$ cat config.mk
export PLATFORM = sky130hd
export DESIGN_NAME = screen_sequencer
export DESIGN_NICKNAME = d
export VERILOG_FILES = /design/src/rtl/screen_sequencer_pkg.sv /design/src/rtl/screen_sequencer_key_edge_sync.sv /design/src/rtl/screen_sequencer.sv
export SDC_FILE = /design/constraint.sdc
export NUM_CORES = 1
export LEC_CHECK = 0
export BUFFER_PORTS_ARGS = -buffer_cell sky130_fd_sc_hd__buf_2
export CORE_MARGIN = 2
export CORE_UTILIZATION = 54
export DETAILED_ROUTE_END_ITERATION = 7
export GPL_TIMING_DRIVEN = 0
export PLACE_DENSITY = 0.86
export SYNTH_ARGS = -nofsm -noshare
export SYNTH_HDL_FRONTEND = slang
export SYNTH_SLANG_ARGS = --single-unit
$ cat constraint.sdc
create_clock -name clock -period 1.79 [get_ports clock]
set_clock_uncertainty 0.1 [all_clocks]
set_input_delay 0.537 -clock clock [delete_from_list [all_inputs] [get_ports clock]]
set_output_delay 0.537 -clock clock [all_outputs]
set_load 0.005 [all_outputs]
$ cat src/rtl/screen_sequencer_pkg.sv
// Shared encodings for the screen sequencer and the full-screen drawer:
// screen IDs, game modes, sequencer FSM states and the per-cycle request bundle.
package screen_sequencer_pkg;

   localparam logic [1:0] SCR_MAP1  = 2'd0;
   localparam logic [1:0] SCR_MAP2  = 2'd1;
   localparam logic [1:0] SCR_START = 2'd2;

   typedef enum logic [1:0] {
      MODE_TITLE = 2'd0,
      MODE_GAME  = 2'd1,
      MODE_PAUSE = 2'd2
   } mode_t;

   typedef enum logic [1:0] {
      ST_INIT  = 2'd0,
      ST_IDLE  = 2'd1,
      ST_DRAW  = 2'd2,
      ST_CLEAR = 2'd3
   } state_t;

   // One-cycle requests after priority resolution (start > pause > anim).
   typedef struct packed {
      logic start;
      logic pause;
      logic anim;
   } req_t;

   function automatic logic [1:0] toggle_map(input logic [1:0] m);
      return (m == SCR_MAP1) ? SCR_MAP2 : SCR_MAP1;
   endfunction

endpackage

$ cat src/rtl/screen_sequencer_key_edge_sync.sv
// Two-flop synchronizer for a raw active-low key, followed by a falling-edge
// detector that emits a single-cycle press pulse per key-down.
module key_edge_sync (
   input  logic clock,
   input  logic resetn,
   input  logic key_n,
   output logic press
);

   logic meta, sync, sync_d;

   // Flops reset to the released level so a reset never fakes a press.
   always_ff @(posedge clock) begin
      if (!resetn) begin
         meta   <= 1'b1;
         sync   <= 1'b1;
         sync_d <= 1'b1;
      end else begin
         meta   <= key_n;
         sync   <= meta;
         sync_d <= sync;
      end
   end

   assign press = sync_d & ~sync;

endmodule

$ cat src/rtl/screen_sequencer.sv
// Sequencer in front of the full-screen drawer: tracks title/game/pause mode,
// animates the game map, and runs the drawer's enable/done handshake.
module screen_sequencer
   import screen_sequencer_pkg::*;
#(
   parameter int CLKS_PER_FRAME = 833333,
   parameter int ANIM_FRAMES    = 15,
   parameter int DRAW_TIMEOUT   = 19210
) (
   input  logic       clock,
   input  logic       resetn,
   input  logic       start_n,
   input  logic       pause_n,
   input  logic       drawScreenDone,
   output logic [1:0] ScreenSelect,
   output logic       drawScreenEnable,
   output logic       plot,
   output logic       busy,
   output logic       frame_tick,
   output logic [7:0] frames_drawn,
   output logic       draw_error
);

   localparam int FW = (CLKS_PER_FRAME > 1) ? $clog2(CLKS_PER_FRAME) : 1;
   localparam int AW = (ANIM_FRAMES    > 1) ? $clog2(ANIM_FRAMES)    : 1;
   localparam int TW = (DRAW_TIMEOUT   > 1) ? $clog2(DRAW_TIMEOUT)   : 1;

   state_t         state, next_state;
   mode_t          mode;
   logic [1:0]     map_sel;
   logic [FW-1:0]  frame_cnt;
   logic [AW-1:0]  anim_cnt;
   logic [TW-1:0]  draw_cnt;
   logic           pending;
   logic [1:0]     key_n, key_press;
   req_t           req;
   logic           anim_wrap, redraw_req;
   logic           launch, done_hit, timeout;

   assign key_n = {pause_n, start_n};

   for (genvar i = 0; i < 2; i++) begin : g_key
      key_edge_sync u_sync (
         .clock  (clock),
         .resetn (resetn),
         .key_n  (key_n[i]),
         .press  (key_press[i])
      );
   end

   assign frame_tick = (frame_cnt == FW'(CLKS_PER_FRAME - 1));
   assign anim_wrap  = frame_tick && (mode == MODE_GAME) && (anim_cnt == AW'(ANIM_FRAMES - 1));

   // A pause in the same cycle swallows the animation step.
   assign req.start  = key_press[0];
   assign req.pause  = key_press[1] && !key_press[0];
   assign req.anim   = anim_wrap && !key_press[0] && !key_press[1];
   assign redraw_req = req.start || (req.pause && (mode != MODE_TITLE)) || req.anim;

   always_ff @(posedge clock) begin
      if (!resetn) frame_cnt <= '0;
      else if (frame_tick) frame_cnt <= '0;
      else frame_cnt <= frame_cnt + FW'(1);
   end

   always_ff @(posedge clock) begin
      if (!resetn) anim_cnt <= '0;
      else if (req.start) anim_cnt <= '0;
      else if (frame_tick && (mode == MODE_GAME)) anim_cnt <= anim_wrap ? '0 : anim_cnt + AW'(1);
   end

   always_ff @(posedge clock) begin
      if (!resetn) begin
         mode    <= MODE_TITLE;
         map_sel <= SCR_MAP1;
      end else if (req.start) begin
         mode <= (mode == MODE_TITLE) ? MODE_GAME : MODE_TITLE;
         if (mode == MODE_TITLE) map_sel <= SCR_MAP1;
      end else if (req.pause) begin
         if (mode == MODE_GAME)       mode <= MODE_PAUSE;
         else if (mode == MODE_PAUSE) mode <= MODE_GAME;
      end else if (req.anim) begin
         map_sel <= toggle_map(map_sel);
      end
   end

   // New requests win over the launch clear so nothing is ever dropped.
   always_ff @(posedge clock) begin
      if (!resetn) pending <= 1'b0;
      else if (redraw_req || timeout) pending <= 1'b1;
      else if (launch) pending <= 1'b0;
   end

   always_ff @(posedge clock) begin
      if (!resetn) state <= ST_INIT;
      else state <= next_state;
   end

   always_comb begin
      next_state = state;
      case (state)
         ST_INIT:  next_state = ST_DRAW;
         ST_IDLE:  if (pending) next_state = ST_DRAW;
         ST_DRAW:  if (drawScreenDone || timeout) next_state = ST_CLEAR;
         ST_CLEAR: next_state = ST_IDLE;
         default:  next_state = ST_INIT;
      endcase
   end

   always_comb begin
      drawScreenEnable = 1'b0;
      busy             = 1'b0;
      launch           = 1'b0;
      done_hit         = 1'b0;
      timeout          = 1'b0;
      case (state)
         ST_IDLE:  launch = pending;
         ST_DRAW: begin
            drawScreenEnable = 1'b1;
            busy             = 1'b1;
            done_hit         = drawScreenDone;
            timeout          = !drawScreenDone && (draw_cnt == TW'(DRAW_TIMEOUT - 1));
         end
         ST_CLEAR: busy = 1'b1;
         default: ;
      endcase
   end

   // plot trails enable by one cycle (drawer pixels are registered) but drops with it.
   always_ff @(posedge clock) begin
      if (!resetn) begin
         ScreenSelect <= SCR_START;
         plot         <= 1'b0;
         frames_drawn <= '0;
         draw_error   <= 1'b0;
         draw_cnt     <= '0;
      end else begin
         plot     <= (state == ST_DRAW) && (next_state == ST_DRAW);
         draw_cnt <= (state == ST_DRAW) ? draw_cnt + TW'(1) : '0;
         if (state == ST_INIT) ScreenSelect <= SCR_START;
         else if (launch) ScreenSelect <= (mode == MODE_TITLE) ? SCR_START : map_sel;
         if (done_hit) frames_drawn <= frames_drawn + 8'd1;
         if (timeout) draw_error <= 1'b1;
      end
   end

endmodule

# Word-level counts from Yosys, hierarchy flattened
# Index checks and enable logic that the tools add are counted.
[word_totals]
ff_bits = 64
inputBits = 5
out_inout_bits = 15
elab_cells = 89
[classes]
add_sub_neg = 4
eq_ne = 11
muxes = 22
bitwise = 5
reduce_logical = 30
[ops]
columns = ["op", "count"]
rows = [
  ["$mux 2", 11],
  ["$add 20x1->20 const B", 1],
  ["$eq 20x20->1 const B", 1],
  ["$add 15x1->15 const B", 1],
  ["$eq 15x15->1 const B", 1],
  ["$mux 1", 9],
  ["$add 8x1->8 const B", 1],
  ["$eq 2x2->1 const B", 4],
  ["$logic_and 1x1->1", 8],
  ["$pmux 2 s4", 1],
  ["$reduce_bool 2->1", 4],
  ["$reduce_or 2->1", 4],
  ["$logic_not 2->1", 3],
  ["$add 4x1->4 const B", 1],
  ["$eq 2x1->1 const B", 2],
  ["$eq 4x4->1 const B", 1],
  ["$logic_or 1x1->1", 4],
  ["$mux 4", 1],
  ["$reduce_and 2->1", 2],
  ["$logic_not 1->1", 3],
  ["$not 1->1", 3],
  ["$reduce_and 3->1", 1],
  ["$reduce_bool 3->1", 1],
  ["$and 1x1->1", 2],
  ["2 further kinds", 2],
]

# Depth between registers and ports, before layout
[depth]
word_depth = 9
mapped_depth = 7
mapped_depth_nobuf = 6

# Hierarchy
# Synthesis repeated with hierarchy kept, for this count alone.
[hier_totals]
hier_cells = 330
area_unflattened_um2 = 2897.8
[modules_own_cells]
columns = ["mod", "instances", "cells_each", "area_each_um2", "seq_area_each_um2"]
rows = [
  ["screen_sequencer", 1, 316, 2727.6, 1141.1],
  ["key_edge_sync", 2, 7, 85.1, 60.1],
]

# Worst setup path before layout
# Ideal clock, no wire load.
[synth_timing]
kind = "register -> register"
start = "register frame_cnt[0]"
end = "register frame_cnt[18]"
setup_time_ps = 70
t_arrival_ps = 1533
required_time_ps = 1620
path_slack_ps = 86
stages_incl_launch_ff = 6
n_path_buf = 0
period_less_slack_ps = 1704
cell_sequence = "dfxtp_1 ha_1 nand3_1 or2_1 or4_1 a21oi_1"
[synth_between]
elab_chain_len = 2
word_cells_on_any_way = 3
classes_between = "add/sub (1); eq/ne (1); reduce/logical (1)"
[synth_lines]
columns = ["element", "line", "rtl"]
rows = [
  ["start, declared", "screen_sequencer.sv:31", "logic [FW-1:0] frame_cnt;"],
  ["start signal, assigned", "screen_sequencer.sv:63", "else frame_cnt <= frame_cnt + FW'(1);"],
  ["parallel branches: the longest is 2 deep, another holds $add 20x1->20", "n/a", ""],
]
# Several ways; the timed one is not identified.
# A chain may end at the register's enable or synchronous reset.

# Worst setup path after layout
[layout_timing]
start = "register frame_cnt[15]"
end = "output frame_tick"
[layout_between]
elab_chain_len = 1
[layout_lines]
columns = ["element", "line", "rtl"]
rows = [
  ["$eq 20x20->1", "screen_sequencer.sv:51", "assign frame_tick = (frame_cnt == FW'(CLKS_PER_FRAME - 1));"],
  ["end, declared", "screen_sequencer.sv:19", "output logic frame_tick,"],
]
# No other way between the ends.

==> metrics.txt <==
status=complete, but fails checks; failing checks=setup timing; slew at the pin closest to its max-slew limit=0.487 ns; fin crit period=2.12 ns; first-pass GRT wire length=10200 µm; Layout fillers=372; First DRT Iteration DRCs=142; DRT antenna net count=0; Pins Over Slew Limit=0; Worst Hold Launch=start_n; via count=2492; Gate power share=0.050; chip width=77.7 µm; max cap viols=0; asr flop ratio synth=0; core area=5170 µm²; EDFF count, synth=0; DRC=0; fin area=3540 µm²; VDD IR-drop max=521 µV; Wirelength per Cell=14.2 µm; number of global-route vias before repair=2297; Fin. Hold Viols=0; TritonCTS clock tree=done; synthesized netlist cell count=331; f_max=472 MHz; Cell Rows=26; Routability Congestion=0.840; Sink Count=63; footprint of the multi-input gates=1690 µm²; Seq pwr share=0.509; final worst path period share=1.18; Clk pwr share=0.441; Pleak=1.23 nW; RSZ-0062 raised after global routing=yes; Synth-to-Final Area Change=20.8%; Worst Reg-to-Reg Cells=6; dpl hpwl=4010 µm; CTS Hold Bufs=0; startpoint types=register; HP Class=in -> reg; ys flop type=dfxtp_1; Initial Util=0.566; Cell Int Power=2.20 mW; Netlist cell types=49; Critical Path End Type=primary output; WS Path Type=reg -> out; Sw Ratio=0.228; setup slack, reg-to-reg=-0.09 ns; Port Buffers=18; ant diodes=0; worst setup path startpoint=frame_cnt[15]$_SDFF_PP0_; nets@finish=383; Fin Setup TNS=-0.415 ns; reg-to-reg startpoint=frame_cnt[1]$_SDFF_PP0_; dpl cell area=3110 µm²; final setup margin=-0.328 ns; Avg Inst Size Synth=8.85 µm²; sequential-to-total area share from yosys stat=0.431; die area=6030 µm²; slew margin rel.=0.676; Die H=77.7 µm; Detailed Route WL=6310 µm; Hold Path Sink=g_key[0].u_sync.meta$_SDFF_PN1_; synth warn=0; cts bufs inserted=9; Worst Path Max Fanout=5; setup violators final=2; H-tree lvl count=3; Critical Path AT=1.48 ns; worst path required time=1.15 ns; initial antenna violation count=0; Clock Root Buffer=clkbuf_8; switching power=0.647 mW; Yosys reg bits=63; Reg area=1280 µm²; pwr/cell area=804 nW/µm²; Synth Cell Area=2930 µm²; hold path cells=2; num ports=20; total iterations of the first detailed-routing run=4; Clk Latency, worst-skew pair=0.34 ns; GRT Overall Usage=0.213; Reg-to-Reg End=frame_cnt[18]$_SDFF_PP0_; GRT overflow=0; largest net degree at the start of global routing=11; CTS max path bufs=2; Clock Pin Slew Worst Setup and Hold Paths=0.08 ns; share of post-route cells with drive strength above 1=0.228; Syn Nets=345; via/cell ratio=5.63
==> cell usage after synthesis, types with 2 or more instances <==
| master | number | share of area |
|---|---|---|
| nor2_1 | 42 | 0.054 |
| nand2b_1 | 10 | 0.021 |
| o31ai_1 | 2 | 0.0051 |
| xnor2_1 | 24 | 0.072 |
| nor4_1 | 8 | 0.017 |
| nand3_1 | 16 | 0.027 |
| nand2_1 | 21 | 0.027 |
| nor2b_1 | 3 | 0.0064 |
| inv_1 | 16 | 0.021 |
| ha_1 | 9 | 0.038 |
| a21o_1 | 3 | 0.0077 |
| buf_2 | 2 | 0.0034 |
| clkbuf_1 | 6 | 0.0077 |
| xor2_1 | 7 | 0.021 |
| o311ai_0 | 2 | 0.0060 |
| and3b_1 | 2 | 0.0060 |
| nor3_1 | 12 | 0.021 |
| mux2i_1 | 4 | 0.014 |
| nor4b_1 | 3 | 0.0090 |
| o21ai_0 | 8 | 0.014 |
| or3_1 | 7 | 0.015 |
| and4bb_2 | 3 | 0.013 |
| a21oi_1 | 10 | 0.017 |
| nand3b_1 | 3 | 0.0077 |
| dfxtp_1 | 63 | 0.43 |
| and3_1 | 5 | 0.011 |
| or4_1 | 2 | 0.0051 |
| nand3_2 | 2 | 0.0068 |
| clkbuf_2 | 2 | 0.0034 |
| nand4_1 | 14 | 0.030 |
| nand4b_1 | 2 | 0.0060 |
==> per-stage QoR <==
step	hold slack (ns)	utilization	power (mW)	setup WS (ns)	cells
floorplan	0.286	-	1.56	0.0863	331
global placement	0.292	0.601	1.59	-0.141	419
detailed placement	0.300	0.601	1.60	-0.172	419
CTS	0.282	0.648	2.84	-0.404	436
global route	0.287	0.684	2.93	-0.402	443
finish	0.290	0.684	2.84	-0.328	443
==> power groups by stage <==
stage | sequential, mW | combinational (mW) | clock [mW]
floorplan | 1.47 | 0.0866 | 0
global placement | 1.48 | 0.119 | 0
detailed placement | 1.48 | 0.121 | 0
CTS | 1.45 | 0.124 | 1.27
global route | 1.45 | 0.157 | 1.32
finish | 1.45 | 0.141 | 1.25
==> how the worst max path moves through the flow <==
stage | cells after the start | endpoint | slack, ns
after floorplan | 5 | frame_cnt[18]$_SDFF_PP0_ | 0.09
after global placement | 5 | frame_tick | -0.14
after detailed placement | 5 | frame_tick | -0.17
after CTS | 5 | frame_tick | -0.40
after global routing | 5 | frame_tick | -0.40
final | 5 | frame_tick | -0.33
==> cells in the final DEF (no fill, tap or decap), types with 5 or more instances in the layout <==
cell,Yosys,routed
dfxtp_1,63,49
nor3_1,12,10
xnor2_1,24,24
nor2_1,42,42
or3_1,7,7
nand3_1,16,15
nor4_1,8,6
inv_1,16,14
a21oi_1,10,10
nand2b_1,10,10
xor2_1,7,7
and3_1,5,5
nand4_1,14,14
ha_1,9,7
buf_2,2,18
clkbuf_1,6,7
nand2_1,21,19
clkbuf_8,0,11
dfxtp_2,0,12
o21ai_0,8,8
buf_4,0,11
==> area by class of cell <==
cell class | count | share of cell area
timing repair buffer | 27 | 0.0446
tap | 70 | 0.0248
clock buffer | 12 | 0.0439
multi-input combinational | 242 | 0.479
buffer | 10 | 0.0159
sequential | 63 | 0.363
clock inverter | 3 | 0.0120
inverter | 16 | 0.0170
==> registers in the layout, summed over array words and instances, names as in the netlist <==
register,cells
frames_drawn,8
plot,1
state,2
mode,2
ScreenSelect,2
draw_error,1
draw_cnt,15
anim_cnt,4
map_sel,1
g_key.u_sync.meta,2
g_key.u_sync.sync_d,2
g_key.u_sync.sync,2
frame_cnt,20
pending,1
==> worst max-delay path, cell delays in order (launching register included) <==
cell	delay [ns]
dfxtp_2	0.38
nand4b_1	0.12
nor4b_2	0.25
nand4_1	0.14
nor3_2	0.12
buf_2	0.13
==> logic make-up after synthesis <==
logic type | after synthesis | synth area share
flip-flops | 63 | 0.431
AND/OR/NAND/NOR | 167 | 0.324
buffers and inverters | 26 | 0.0350
multiplexers | 4 | 0.0137
AO/OA/AOI/OAI | 31 | 0.0654
XOR/XNOR | 31 | 0.0927
adder cells (fa/ha/maj) | 9 | 0.0384
==> layer usage <==
layer,wire length [µm],global-route usage,share of wire,up-vias
met4,206,0.111,0.033,0
met3,233,0.0547,0.037,20
met2,3050,0.347,0.48,60
met5,0,0,0,-
met1,2810,0.258,0.45,1177
li1,-,-,-,1235
==> timing repair <==
item	CTS	global route
pin swaps	4	10
endpoints found under the setup margin	14	20
gates resized for setup	11	40
buffers inserted	2	7
Note: power is estimated with default switching activity, not from simulation.
